[config.mk]
export PLATFORM = sky130hd
export DESIGN_NAME = cs_result_tx
export DESIGN_NICKNAME = d
export VERILOG_FILES = /design/src/rtl/cs_result_tx.sv
export SDC_FILE = /design/constraint.sdc
export NUM_CORES = 1
export LEC_CHECK = 0
export ABC_AREA = 1
export CAP_MARGIN = 20
export CORE_MARGIN = 4
export CORE_UTILIZATION = 45
export CTS_CLUSTER_DIAMETER = 50
export DETAILED_ROUTE_END_ITERATION = 7
export SYNTH_ARGS = -nofsm -noshare
export SYNTH_HDL_FRONTEND = slang
export SYNTH_SLANG_ARGS = --single-unit
[constraint.sdc]
create_clock -name clk -period 5.96 [get_ports clk]
set_input_delay 1.192 -clock clk [delete_from_list [all_inputs] [get_ports clk]]
set_output_delay 1.192 -clock clk [all_outputs]
set_load 0.05 [all_outputs]
[src/rtl/cs_result_tx.sv]
// Buffers CS result records and serializes each as a 5-byte frame; first byte is valid one cycle after the record lands in the FIFO.
// The sink stalls only the frame; a full FIFO drops new records and counts them, so the CS datapath never stalls.
module cs_result_tx #(
  parameter int         DEPTH = 8,
  parameter logic [7:0] SYNC  = 8'hA5
) (
  input  logic                     clk,
  input  logic                     reset,
  input  logic                     in_valid,
  input  logic [9:0]               Y,
  input  logic [7:0]               avg,
  input  logic [7:0]               appr,
  output logic [7:0]               tx_data,
  output logic                     tx_valid,
  input  logic                     tx_ready,
  output logic                     tx_last,
  output logic [$clog2(DEPTH):0]   level,
  output logic                     overflow,
  output logic [7:0]               drop_cnt
);

  localparam int AW = $clog2(DEPTH);
  localparam int LW = AW + 1;

  typedef enum logic {IDLE, SEND} state_t;

  logic [25:0]   mem_q [DEPTH];
  logic [AW-1:0] wr_ptr_q, wr_ptr_d;
  logic [AW-1:0] rd_ptr_q, rd_ptr_d;
  logic [LW-1:0] level_q, level_d;
  state_t        state_q, state_d;
  logic [2:0]    idx_q, idx_d;
  logic [25:0]   shadow_q, shadow_d;
  logic [7:0]    data_q, data_d;
  logic          valid_q, valid_d;
  logic          last_q, last_d;
  logic          ovf_q, ovf_d;
  logic [7:0]    drop_q, drop_d;
  logic          hs, frame_end, pop, push;

  // Record layout is {Y[9:0], avg[7:0], appr[7:0]}.
  function automatic logic [7:0] frame_byte(input logic [25:0] rec, input logic [2:0] i);
    case (i)
      3'd0:    frame_byte = SYNC;
      3'd1:    frame_byte = {6'b0, rec[25:24]};
      3'd2:    frame_byte = rec[23:16];
      3'd3:    frame_byte = rec[15:8];
      default: frame_byte = rec[7:0];
    endcase
  endfunction

  always_comb begin
    hs        = valid_q & tx_ready;
    frame_end = hs & (idx_q == 3'd4);
    pop       = (level_q != '0) & ((state_q == IDLE) | frame_end);
    // A full FIFO still accepts when the head leaves on the same edge.
    push      = in_valid & ((level_q != LW'(DEPTH)) | pop);

    state_d  = state_q;
    idx_d    = idx_q;
    shadow_d = shadow_q;
    data_d   = data_q;
    valid_d  = valid_q;
    last_d   = last_q;

    if (pop) begin
      state_d  = SEND;
      idx_d    = 3'd0;
      shadow_d = mem_q[rd_ptr_q];
      data_d   = SYNC;
      valid_d  = 1'b1;
      last_d   = 1'b0;
    end else if (frame_end) begin
      state_d = IDLE;
      idx_d   = 3'd0;
      data_d  = 8'h00;
      valid_d = 1'b0;
      last_d  = 1'b0;
    end else if (hs) begin
      idx_d  = idx_q + 3'd1;
      data_d = frame_byte(shadow_q, idx_q + 3'd1);
      last_d = (idx_q == 3'd3);
    end

    wr_ptr_d = push ? wr_ptr_q + AW'(1) : wr_ptr_q;
    rd_ptr_d = pop  ? rd_ptr_q + AW'(1) : rd_ptr_q;
    level_d  = level_q + LW'(push) - LW'(pop);

    ovf_d  = ovf_q | (in_valid & ~push);
    drop_d = drop_q;
    if (in_valid && !push && drop_q != 8'hFF) begin
      drop_d = drop_q + 8'd1;
    end
  end

  always_ff @(posedge clk) begin
    if (push) begin
      mem_q[wr_ptr_q] <= {Y, avg, appr};
    end
  end

  always_ff @(posedge clk or negedge reset) begin
    if (!reset) begin
      wr_ptr_q <= '0;
      rd_ptr_q <= '0;
      level_q  <= '0;
      state_q  <= IDLE;
      idx_q    <= 3'd0;
      shadow_q <= '0;
      data_q   <= 8'h00;
      valid_q  <= 1'b0;
      last_q   <= 1'b0;
      ovf_q    <= 1'b0;
      drop_q   <= 8'h00;
    end else begin
      wr_ptr_q <= wr_ptr_d;
      rd_ptr_q <= rd_ptr_d;
      level_q  <= level_d;
      state_q  <= state_d;
      idx_q    <= idx_d;
      shadow_q <= shadow_d;
      data_q   <= data_d;
      valid_q  <= valid_d;
      last_q   <= last_d;
      ovf_q    <= ovf_d;
      drop_q   <= drop_d;
    end
  end

  assign tx_data  = data_q;
  assign tx_valid = valid_q;
  assign tx_last  = last_q;
  assign level    = level_q;
  assign overflow = ovf_q;
  assign drop_cnt = drop_q;

endmodule

==> impl_summary.txt <==
----------------------------------------------------
[CTS]
  Clock buffer count from CTS ... 28
  Root Buffer Master ... clkbuf_16
  Cts-stage hold buffer count ... 0
  CTS tree ... built
  # H-tree levels ... 1
  Resize count post-CTS ... 0
  CTS clk-pin slew, worst paths ... about 0.060 ns
  Worst-case clock buffer depth ... 3
  Count of clock tree sinks ... roughly 270
  Number of setup buffers added after CTS ... 0
  Insertion delay to the later sink of the worst-skew pair ... roughly 0.54 ns

[Route]
  Post-route antenna net violation count ... 0
  Via count of the routed design ... 7063
  Drt drc ... 0
  Average routed wire per standard cell ... 17.48 um
  Via count normalized by instance count ... roughly 5.2
  Iteration-0 DRC Markers ... 582
  Wire length after detailed routing ... roughly 24000 um
  Detailed-router iteration count before antenna repair ... 4

[Timing]
  Hold Fails Final Rpt ... 0
  Worst slew pin tran ... 0.9712 ns
  Min Clock Period, post-route ... between 3 and 4 ns
  Final setup skew ... 0.01846 ns
  Setup total negative slack ... 0 ns
  Headroom to the max-slew limit ... about a third
  RSZ-0062 raised after global routing ... false
  Highest clock frequency the design can meet ... approximately 280 MHz
  Finish-stage setup viols ... 0
  Final Slew Violations ... 0
  Final cycle utilization of the critical path ... a little over 60%

[Global route]
  Global routing usage on met2 ... 29.03%
  Vias in the first global route ... just under 7000
  Met1 track demand over resource in global routing ... a little over a quarter
  Met3 demand-to-capacity share in global routing ... under 10%
  Most Crowded Layer GR ... met2
  Overall Global Routing Usage ... between 10% and 20%
  Global-route wire length before repair ... 38210 um
  Largest net degree at the start of global routing ... 83
  Antenna violations before repair ... 0
  Overflow after GRT ... 0

[Floorplan]
  Die width ... between 150 and 200 um
  Core ar. ... 0.02425 mm^2
  Total die area ... roughly 0.027 mm^2
  Effective utilization at floorplan ... between 40 and 50%
  FP Rows ... 57
  Io pins ... 53
  DIE HEIGHT ... around 160 um

[Logic synthesis]
  Total of warnings raised by yosys ... 0
  Largest area contributor in the netlist ... edfxtp_1
  Top cell type's share of synthesized area ... around 57%
  Nets in the synthesized netlist ... 1021
  Most frequent cell after synthesis ... edfxtp_1
  Main area contributors after synthesis ... edfxtp_1, dfrtp_1, nor2_1
  Top post-synthesis cells by count ... edfxtp_1, nor2_1, nand2_1
  Synthesized area divided by synthesized cell count ... ~11 um^2
  Synth unique cells ... 31
  Dominant register cell in the synthesized netlist ... edfxtp_1
  Share of the yosys chip area belonging to registers ... between 60% and 70%
  Number of flops mapped to enable cells by yosys ... 208
  Number of flip-flops and latches in the synthesized netlist ... 266
  Number of standard cells after synthesis ... ~980
  Proportion of synthesized flip-flops having asynchronous set or reset ... about 22%
  Mapped Area ... around 0.011 mm^2

[Power and ir drop]
  Cell leakage power ... about 4.9 nW
  Cell Pwr Density ... around 520 mW/mm^2
  Worst vdd rail ir drop ... 0.3230 mV

[Run status]
  Run status ... finished, final reports clean

[Flow run]
  Number of max-cap violations ... 0

[Placement]
  Post-detailed-placement half-perimeter wirelength ... 14010 um
  I/O Buffers ... between 50 and 60
  Routability congestion estimate from global placement ... between 0.8 and 0.9

[Finish]
  Layout Nets ... approximately 1100
  Synthesis-to-finish area growth ... 15.71%
  Count of antenna diodes in the layout ... 0
  Fraction of layout instances using a drive strength above 1 ... 6.890%
  Final core area utilization ... 52.66%

[Worst hold path]
  Hold/Removal Path Class ... register to register

[Setup path]
  Worst reg2reg setup slack ... 2.68 ns
  Required arrival time at the worst endpoint ... ~6 ns
  Setup Crit Path Kind ... primary input to register
  Kind of launch point of the worst setup path ... primary input
  Arrival time at the worst endpoint ... 3.78 ns
  Endpoint type of the worst setup path ... register
  Largest driver fanout on the critical path ... 34

----------------------------------------------------
stage by stage:
| step | total power (W) | setup WS [ns] | instance area, um^2 | instances | hold WS, ns |
|---|---|---|---|---|---|
| final | 0.006585 | 2.326 | 12770 | 1369 | 0.4805 |
| after CTS | 0.006628 | 2.269 | 12730 | 1367 | 0.4876 |
| after floorplan | 0.004272 | 2.033 | 11040 | 975 | 0.4439 |
| after global routing | 0.007019 | 2.124 | 12770 | 1369 | 0.5090 |
| after global placement | 0.004910 | 1.781 | 11840 | 1317 | 0.4476 |
| after detailed placement | 0.004950 | 1.730 | 11840 | 1317 | 0.4716 |
final timing paths:
| path | start | to | depth (start not counted) |
|---|---|---|---|
| hold / removal | tx_data[3]$_DFFE_PN0P_ | tx_data[3]$_DFFE_PN0P_ | 2 |
| max in group asynchronous | reset | rd_ptr_q[0]$_DFFE_PN0N_ | 2 |
| hold reg to reg | tx_data[3]$_DFFE_PN0P_ | tx_data[3]$_DFFE_PN0P_ | 2 |
| min in group asynchronous | reset | tx_data[0]$_DFFE_PN0P_ | 2 |
| setup reg to reg | idx_q[0]$_DFFE_PN0P_ | mem_q[2][18]$_DFFE_PP_ | 10 |
| setup / recovery | tx_ready | mem_q[2][18]$_DFFE_PP_ | 9 |
state kept, by name, indices dropped and copies added, names as in the netlist:
register  cells
drop_cnt      8
idx_q         3
level         4
mem_q       208
overflow      1
rd_ptr_q      3
shadow_q     26
tx_data       8
tx_last       1
tx_valid      1
wr_ptr_q      3
critical path, stage by stage:
cell and delay, ns:
clkdlybuf4s50_1 0.48, inv_1 0.05, o21bai_2 0.15, nand2_2 0.40, nand2_1 0.21, nand2_2 0.19, inv_2 0.12, nand2_1 0.17
nor2_4 0.78
layout make-up:
type                            instances  area [um^2]
Fill cell                            2140        11480
Multi-Input combinational cell        604         2898
Clock inverter                         14        126.4
Inverter                               60        227.7
Clock buffer                           36        762.0
Sequential cell                       266         7701
Tap cell                              324        405.4
Timing Repair Buffer                   65        649.4
power by group:
part	internal [W]	total, W	switching [W]
clock	0.000985	0.00166	0.000680
sequential	0.00240	0.00264	0.000240
combinational	0.000719	0.00228	0.00157
placed cells by master, fill, tap and decap left out, drive strengths merged:
| cell type | netlist | routed |
|---|---|---|
| nor3b | 1 | 1 |
| nand4 | 1 | 1 |
| nor3 | 3 | 3 |
| buf | 34 | 14 |
| a22o | 1 | 1 |
| xnor2 | 3 | 3 |
| xor2 | 8 | 8 |
| nand3 | 95 | 95 |
| clkdlybuf4s50 | 0 | 51 |
| edfxtp | 208 | 208 |
| bufinv | 0 | 2 |
| ha | 15 | 15 |
| clkbuf | 11 | 36 |
| fa | 1 | 1 |
| clkinvlp | 0 | 1 |
| o22ai | 1 | 1 |
| nor2 | 181 | 181 |
| dfrtp | 58 | 58 |
| inv | 59 | 60 |
| o211ai | 29 | 29 |
| o21ai | 88 | 88 |
| clkinv | 1 | 11 |
| o21bai | 1 | 1 |
| a21oi | 6 | 6 |
| nand2 | 170 | 170 |
routing by layer:
| metal | part of all wire, % | vias to the layer above |
|---|---|---|
| met2 | 46 | 141 |
| met4 | 2.1 | 0 |
| met3 | 3.4 | 34 |
| met1 | 48 | 3441 |
| met5 | 0 | - |
| li1 | - | 3447 |
cell families after synthesis:
logic type	count (synthesis)	share of synthesized area, %
buffers and inverters	105	4.331
AOI/OAI and AO/OA	126	6.474
xor gates and xnor gates	11	0.8731
adders and majority gates	16	1.882
and+or+nand+nor	451	16.69
DFF	266	69.75
No activity file was read; power rests on OpenSTA's default activity.
